===== src/rtl/alu_sequencer.sv =====
`default_nettype none
// ============================================================================
//  Module      : alu_sequencer
//  Description : Program-driven instruction issuer for a 16-bit accumulator
//                ALU. A host loads a small instruction memory while the block
//                is idle, then pulses start. Each instruction is fetched,
//                driven onto the ALU opcode/operand interface, and the ALU
//                result is captured. A per-instruction chain bit substitutes
//                the last captured result for operand A.
//
//  Ports       : clk          rising-edge clock
//                clear        synchronous active-low reset
//                prog_we      instruction write strobe (IDLE only)
//                prog_addr    instruction write address
//                prog_data    {chain, opcode[3:0], A[W-1:0], B[W-1:0]}
//                run_len      instruction count, sampled on accepted start
//                start        run request (IDLE only)
//                alu_out      ALU combinational result
//                alu_opcode   registered opcode to ALU
//                alu_in1/2    registered operands to ALU
//                result       last captured ALU result
//                result_valid one-cycle pulse per captured result
//                pc           index of current instruction
//                busy         high from accepted start until back in IDLE
//                done         one-cycle pulse at end of run
//
//  Revision    : 1.0  initial release
// ============================================================================
module alu_sequencer #(
    parameter int W     = 16,
    parameter int DEPTH = 16,
    parameter int AW    = 4
) (
    input  logic             clk,
    input  logic             clear,
    input  logic             prog_we,
    input  logic [AW-1:0]    prog_addr,
    input  logic [2*W+4:0]   prog_data,
    input  logic [AW:0]      run_len,
    input  logic             start,
    input  logic [W-1:0]     alu_out,
    output logic [3:0]       alu_opcode,
    output logic [W-1:0]     alu_in1,
    output logic [W-1:0]     alu_in2,
    output logic [W-1:0]     result,
    output logic             result_valid,
    output logic [AW-1:0]    pc,
    output logic             busy,
    output logic             done
);

    localparam int          IW      = 2 * W + 5;
    localparam logic [AW:0] MAX_LEN = (AW + 1)'(DEPTH);

    typedef enum logic [1:0] {
        S_IDLE  = 2'd0,
        S_FETCH = 2'd1,
        S_ISSUE = 2'd2,
        S_DONE  = 2'd3
    } state_t;

    state_t state, state_n;

    logic [IW-1:0] mem [DEPTH];
    logic [IW-1:0] word;

    logic [AW:0]   len, len_n;
    logic [AW:0]   len_clamped;
    logic [AW-1:0] pc_n;
    logic [3:0]    opcode_n;
    logic [W-1:0]  in1_n, in2_n, result_n;
    logic          result_valid_n, busy_n, done_n;

    // Instruction memory: not reset, so a program survives a mid-run clear.
    always_ff @(posedge clk) begin
        if (prog_we && state == S_IDLE) begin
            mem[prog_addr] <= prog_data;
        end
    end

    assign word        = mem[pc];
    assign len_clamped = (run_len > MAX_LEN) ? MAX_LEN : run_len;

    always_ff @(posedge clk) begin
        if (!clear) begin
            state        <= S_IDLE;
            len          <= '0;
            pc           <= '0;
            alu_opcode   <= 4'b0000;
            alu_in1      <= '0;
            alu_in2      <= '0;
            result       <= '0;
            result_valid <= 1'b0;
            busy         <= 1'b0;
            done         <= 1'b0;
        end else begin
            state        <= state_n;
            len          <= len_n;
            pc           <= pc_n;
            alu_opcode   <= opcode_n;
            alu_in1      <= in1_n;
            alu_in2      <= in2_n;
            result       <= result_n;
            result_valid <= result_valid_n;
            busy         <= busy_n;
            done         <= done_n;
        end
    end

    always_comb begin
        state_n        = state;
        len_n          = len;
        pc_n           = pc;
        opcode_n       = alu_opcode;
        in1_n          = alu_in1;
        in2_n          = alu_in2;
        result_n       = result;
        result_valid_n = 1'b0;
        busy_n         = busy;
        done_n         = 1'b0;

        case (state)
            S_IDLE: begin
                opcode_n = 4'b0000;
                if (start) begin
                    len_n   = len_clamped;
                    pc_n    = '0;
                    busy_n  = 1'b1;
                    state_n = (len_clamped != '0) ? S_FETCH : S_DONE;
                end
            end
            S_FETCH: begin
                opcode_n = word[2*W+3:2*W];
                in2_n    = word[W-1:0];
                // Chain reads the result register as it stands now, i.e. the
                // previous instruction's (or previous run's) result.
                in1_n    = word[2*W+4] ? result : word[2*W-1:W];
                state_n  = S_ISSUE;
            end
            S_ISSUE: begin
                result_n       = alu_out;
                result_valid_n = 1'b1;
                if ({1'b0, pc} == len - (AW + 1)'(1)) begin
                    state_n = S_DONE;
                end else begin
                    pc_n    = pc + AW'(1);
                    state_n = S_FETCH;
                end
            end
            S_DONE: begin
                // DONE spans two cycles: the first raises done, the second
                // (while done is high) drops busy and returns to IDLE. start
                // is ignored throughout.
                opcode_n = 4'b0000;
                if (!done) begin
                    done_n = 1'b1;
                end else begin
                    busy_n  = 1'b0;
                    state_n = S_IDLE;
                end
            end
            default: begin
                state_n = S_IDLE;
            end
        endcase
    end

endmodule
`default_nettype wire


===== config.mk =====
export PLATFORM = sky130hd
export DESIGN_NAME = alu_sequencer
export DESIGN_NICKNAME = d
export VERILOG_FILES = /design/src/rtl/alu_sequencer.sv
export SDC_FILE = /design/constraint.sdc
export NUM_CORES = 1
export LEC_CHECK = 0
export ABC_AREA = 1
export BUFFER_PORTS_ARGS = -buffer_cell sky130_fd_sc_hd__buf_4
export CORE_ASPECT_RATIO = 0.8
export CORE_MARGIN = 2
export CORE_UTILIZATION = 27
export CTS_CLUSTER_DIAMETER = 150
export DETAILED_ROUTE_END_ITERATION = 10
export HOLD_SLACK_MARGIN = 0.06
export PLACE_DENSITY = 0.47
export RECOVER_POWER = 50
export SETUP_SLACK_MARGIN = 0.4
export SYNTH_ARGS = -nofsm -noshare
export SYNTH_HDL_FRONTEND = slang
export SYNTH_SLANG_ARGS = --single-unit

===== constraint.sdc =====
create_clock -name clk -period 3.2 [get_ports clk]
set_input_delay 0.16 -clock clk [delete_from_list [all_inputs] [get_ports clk]]
set_output_delay 0.16 -clock clk [all_outputs]
set_load 0.01 [all_outputs]

==> out/metrics.yaml, run 1 <==
numPortBuffers: 124
clock_sinks: 662
synth_fp_nets: 2464
std_cell_rows: 103
cp-end-kind: "flip-flop"
via_per_inst: 4.59
crit_fanout: 41
finalSetupViolations: 0
setup_tns_ps: 0
grt_max_degree: 156
final_nets: 2662
die_area_mm2: 0.103
cts_resized: 0
ioPinCount: 125
status: "finished with violations"
synth_area_mm2: 0.0270
grt_antenna_before_repair: 11
wl_um: 77100
synth_top_cell_area_share_pct: 65.9
clock.fmax_mhz: 373
area_growth_pct: 19.8
syn_inst: 2390
cts_tree: "yes"
rsz0062_at_grt: "false"
ys_top_cells_by_area: "edfxtp_1 66%, nand2_1 8.5%, dfxtp_1 5.2%, nor2_1 3.6%, o21ai_0 3.5%"
slew_headroom_pct: -37.4
place_area_mm2: 0.0295
fin_area_mm2: 0.0323
drtIter0Drc: 1473
multiInputGateArea_mm2: 0.00650
finalHoldViolCount: 0
utilization_pct: 32.7
async_flop_share_pct: 0
drcViolationCount: 0
leakagePower_nw: 11.8
cts_root_buffer: "clkbuf_16"
synth_top_cell_by_area: "edfxtp_1"
grt_usage_pct: 14.8
numCtsBuffers: 75
vdd_drop_max_v: 0.000369
cts.reportedPaths.clkPinSlew_ps: 60
instances_no_fill: 3963
syn_avg_cell_area_um2: 11.3
cts_max_path_buffers: 3
wl_per_cell_um: 19.5
gr-total-overflow: 0
antenna_left: 0
violations: "capacitance limit, slew limit"
hold_class: "in -> reg"
place_congestion: 0.774
die-width_um: 357
power_density_mw_per_mm2: 673
critPathLaunchType: "input pin"
insertion_delay_ps: 610
fill_cells: 9918
tightest_slew_ps: 2060
num_vias: 18200
ff_latch_area_mm2: 0.0192
grt_pass1_wl_um: 115000
seq_area_frac_synth_pct: 71.1
cts.htree.levels: 3
synthFlopType: "edfxtp_1"
grt_pass1_vias: 18100
fin_crit_sh_pct: 83.8
drive_above_1_share_pct: 8.38
final_period_minus_worst_setup_slack_ps: 2680
ys.warnings.count: 0
critical_path_class: "in -> reg"
dpl.hpwl_um: 42000
worstPathArrival_ps: 3160
die_h_um: 287
synth_cell_types: 34
synth-edff-count: 592
floorplan.initialDensity_pct: 27.3
dp_cells: 3739
drv_cap: 1
worstPathRequired_ps: 3680
coreArea_mm2: 0.0988
drtPass1Iterations: 5
ys_ff_latch: 662
finClkSkew_ps: 22.4
finalMaxSlewViolations: 42
-- cells in the mapped netlist (4+ instances only) --
| library cell | instances |
|---|---|
| nand2_1 | 613 |
| edfxtp_1 | 592 |
| nor2_1 | 256 |
| o21ai_0 | 188 |
| nand3_1 | 183 |
| inv_1 | 163 |
| dfxtp_1 | 70 |
| a21oi_1 | 57 |
| clkbuf_1 | 55 |
| buf_2 | 43 |
| o221ai_1 | 36 |
| o22ai_1 | 27 |
| o21ai_1 | 20 |
| buf_6 | 19 |
| buf_1 | 10 |
| buf_4 | 9 |
| ha_1 | 8 |
| o211ai_2 | 7 |
| xnor2_1 | 5 |
| a211oi_1 | 4 |
| a21oi_2 | 4 |
-- worst max-delay path: stages --
cell,delay (ps)
dlygate4sd3_1,540
buf_4,210
inv_1,1470
a211oi_1,70
dlygate4sd3_1,660
-- cells in the final DEF (no fill, tap or decap), drive strengths merged --
master       synthesis  routed
xor2                 3       3
edfxtp             592     592
clkinvlp             0       3
a21oi               61      61
nor3                 2       2
clkbuf              56     200
o31ai                1       1
ha                   8       8
dfxtp               70      70
nor2               256     256
nand2              614     614
bufinv               0       3
inv                165     170
buf                 84      81
xnor2                5       5
a211oi               4       4
clkinv               3      25
o22ai               27      27
nand3              184     184
o221ai              36      36
nand3b               2       2
dlygate4sd3          0      84
diode                0       3
o21ai              208     208
o211ai               9       9
-- layout make-up --
cell class / count / share of cell area [%]
Multi-Input combinational cell: 1420 / 20.1
Clock buffer: 104 / 6.42
Antenna cell: 3 / 0.0232
Inverter: 168 / 1.98
Tap cell: 1312 / 5.07
Sequential cell: 662 / 59.3
Timing Repair Buffer: 261 / 6.25
Clock inverter: 33 / 0.820
-- cells by family (layout without fill, tap and decap cells) --
group	after synthesis	count (layout)	synth area share [%]
AOI/OAI and AO/OA	346	346	7.36
xor gates and xnor gates	8	8	0.260
adders and majority gates	8	8	0.371
buffers and inverters	308	566	5.31
DFF	662	662	71.1
other	0	3	0
and+or+nand+nor	1058	1058	15.6
-- per-layer routing --
metal / routed length (µm) / track usage (%)
met5: 66 / 0
met4: 1820 / 4.02
met3: 4720 / 2.91
met2: 33800 / 22.9
met1: 36700 / 21.2
-- power breakdown --
group          total [W]  internal [W]  switching (W)
registers         0.0101       0.00986       0.000267
clock network    0.00822       0.00479        0.00343
logic            0.00343       0.00106        0.00237
total             0.0218        0.0157        0.00607
-- repair_timing --
action | 4_1_cts | 5_1_grt
endpoints found under the hold margin | 618 | 0
setup endpoints to repair | 0 | 0
hold buffers | 84 | 0
buffers inserted | 0 | 0
-- path summary, 6_finish.rpt --
kind	startpoint	endpoint	slack, ps	depth (start not counted)
setup / recovery	clear	len[0]	520	5
setup reg to reg	state[0]	mem[10][21]	740	7
hold reg to reg	alu_in1[8]	alu_in1[8]	470	2
hold / removal	prog_addr[3]	mem[10][15]	410	3
-- sequential cells by signal, summed over array words and instances, names as in the netlist, named ones only --
register      cells
busy              1
result           16
mem             592
alu_opcode        4
pc                4
len               5
alu_in1          16
result_valid      1
done              1
state             2
alu_in2          16
-- per-stage QoR --
stage | setup slack (ps) | hold slack, ps | total power [W]
2_1_floorplan | 301 | 259 | 0.0125
4_1_cts | 735 | 360 | 0.0222
5_1_grt | 405 | 397 | 0.0228
3_5_place_dp | 746 | 432 | 0.0138
3_3_place_gp | 793 | 425 | 0.0138
6_report | 519 | 409 | 0.0218
Power figures use the tool's default switching activity.
==> run 2, diff against run 1 <==
- clock period: 3.2 -> 2.65 ns (I/O delays scaled with it)
==> out/metrics.yaml, run 2 (same netlist as run 1, synthesis figures left out) <==
status: "finished with violations"  # unchanged
violations: "capacitance limit, slew limit"  # unchanged
ioPinCount: 125  # unchanged
floorplan.initialDensity_pct: 27.3  # unchanged
cts.reportedPaths.clkPinSlew_ps: 60  # about the same
numCtsBuffers: 72  # was 75
finalSetupViolations: 0  # unchanged
worstPathRequired_ps: 2900  # was 3680 ps
grt_usage_pct: 14.7  # was 14.8%
final_period_minus_worst_setup_slack_ps: 2150
via_per_inst: 4.61  # was 4.59
tightest_slew_ps: 1720  # was 2060 ps
rsz0062_at_grt: "true"  # was false
dpl.hpwl_um: 41900  # was 42000 µm
power_density_mw_per_mm2: 814  # was 673 mW/mm²
drv_cap: 1  # unchanged
drive_above_1_share_pct: 8.80  # was 8.38%
vdd_drop_max_v: 0.000385  # was 0.000369 V
num_vias: 18300  # was 18200
antenna_left: 0  # unchanged
cp-end-kind: "flip-flop"  # unchanged
hold_class: "in -> reg"  # unchanged
sw_frac_of_total_pct: 27.4  # was 27.9%
critical_path_class: "reg -> reg"  # was in -> reg
cts_tree: "yes"  # unchanged
min_path_cells: 4  # was 3
cts.htree.levels: 3  # unchanged
die_h_um: 287  # unchanged
p_int_w: 0.0193  # was 0.0157 W
die-width_um: 357  # unchanged
largest_reg_flops: 592  # unchanged
wl_per_cell_um: 19.6  # was 19.5 µm
numPortBuffers: 124  # unchanged
place_area_mm2: 0.0297  # was 0.0295 mm²
coreArea_mm2: 0.0988  # unchanged
grt_pass1_vias: 17700  # was 18100
fin_area_mm2: 0.0326  # was 0.0323 mm²
clock.fmax_mhz: 465
clock_sinks: 662  # unchanged
cts_max_path_buffers: 3  # unchanged
gr-total-overflow: 0  # unchanged
critPathLaunchType: "flip-flop"  # was input pin
fin_crit_sh_pct: 81.1
grt_pass1_wl_um: 114000  # was 115000 µm
antennaDiodeCount: 0  # was 3
finClkSkew_ps: 19.0  # was 22.4 ps
drcViolationCount: 0  # unchanged
whs_ps: 300  # was 409 ps
crit_fanout: 14  # was 41
die_area_mm2: 0.103  # unchanged
pre_cts_slack_ps: 487  # was 746 ps
std_cell_rows: 103  # unchanged
place_congestion: 0.780  # was 0.774
pwr-share-comb_pct: 16.2  # was 15.7%
layout_setup_ws_ps: 501  # was 519 ps
mostFrequentLayoutCell: "nand2_1"  # unchanged
final_nets: 2666  # was 2662
wl_um: 77600  # was 77100 µm
cts_root_buffer: "clkbuf_16"  # unchanged
power.switching_w: 0.00730  # was 0.00607 W
reg2reg_depth: 7  # unchanged
worstPathArrival_ps: 2400  # was 3160 ps
insertion_delay_ps: 610  # about the same
slew_headroom_pct: -14.5  # was -37.4%
grt_max_degree: 124  # was 156
p_clk_share_pct: 37.8  # was 37.7%
drtPass1Iterations: 5  # unchanged
leakagePower_nw: 11.9  # was 11.8 nW
grt_antenna_before_repair: 11  # unchanged
drtIter0Drc: 1548  # was 1473
final_cell_mix: "613 x nand2_1, 592 x edfxtp_1, 240 x nor2_1, 188 x o21ai_0, 182 x nand3_1"  # was 613 x nand2_1, 592 x edfxtp_1, 240 x nor2_1, 188 x o21ai_0, 183 x nand3_1
rrSetupSlack_ps: 500  # was 740 ps
finalHoldViolCount: 0  # unchanged
finalMaxSlewViolations: 40  # was 42
area_growth_pct: 20.9  # was 19.8%
regMostFlops: "mem"  # unchanged
pwr-share-seq_pct: 45.9  # was 46.5%
run 2: cell count changes in the layout (fill, tap and decap cells not counted), sizes merged:
cell | before | now
buf | 81 | 89
bufinv | 3 | 8
diode | 3 | 0
clkinv | 25 | 20
dlygate4sd3 | 84 | 81
clkbuf | 200 | 196
run 2: repair_timing:
| action | in CTS | in global routing |
|---|---|---|
| hold buffers | 81 | 0 |
| hold endpoints to repair | 619 | 0 |
| endpoints found under the setup margin | 0 | 111 |
| resized for setup | 0 | 10 |
| setup buffers | 0 | 3 |
run 2: per-stage QoR:
step                      cells  total power (W)  setup TNS (ps)  util [%]
after floorplan            2390           0.0151          -60070         -
after global placement     3744           0.0166               0      30.1
after detailed placement   3744           0.0167               0      30.1
after CTS                  3956           0.0270               0      33.3
after global routing       3961           0.0278               0      33.0
final                      3961           0.0266               0      33.0
run 2: routing by layer:
| metal | track usage [%] | routed length [µm] | up-vias |
|---|---|---|---|
| li1 | - | - | 8615 |
| met2 | 22.6 | 33700 | 507 |
| met5 | 0 | 71 | - |
| met4 | 3.83 | 1570 | 10 |
| met1 | 21.3 | 37400 | 9029 |
| met3 | 2.78 | 4880 | 116 |
run 2: final cells by class:
| class | count | area, µm² |
|---|---|---|
| flip-flops and latches | 662 | 19200 |
| clock buffers | 98 | 1960 |
| repair buffers | 268 | 2310 |
| well taps | 1312 | 1640 |
| clock inverters | 33 | 380 |
| multi-input cells | 1420 | 6510 |
| inverters | 168 | 653 |
| fillers | 9837 | 66200 |
run 2: worst max-delay path: stages, from the launching register on:
cell     delay [ps]
dfxtp_1         330
inv_1           160
ha_1            220
nand2_1         120
inv_1           130
nand2_1         250
nor2_4          210
buf_4           380
run 2: worst paths after layout:
kind,startpoint,to
worst max register to register,state[0],mem[1][10]
worst min register to register,alu_in1[3],alu_in1[3]
worst max-delay path,state[0],mem[1][10]
worst min-delay path,prog_addr[3],mem[15][17]
run 2: power groups by stage:
stage / clock network (W) / logic [W] / registers, W
global placement: 0 / 0.00422 / 0.0124
global route: 0.0107 / 0.00485 / 0.0123
detailed placement: 0 / 0.00429 / 0.0124
finish: 0.0101 / 0.00431 / 0.0122
CTS: 0.0103 / 0.00446 / 0.0122
floorplan: 0 / 0.00259 / 0.0125
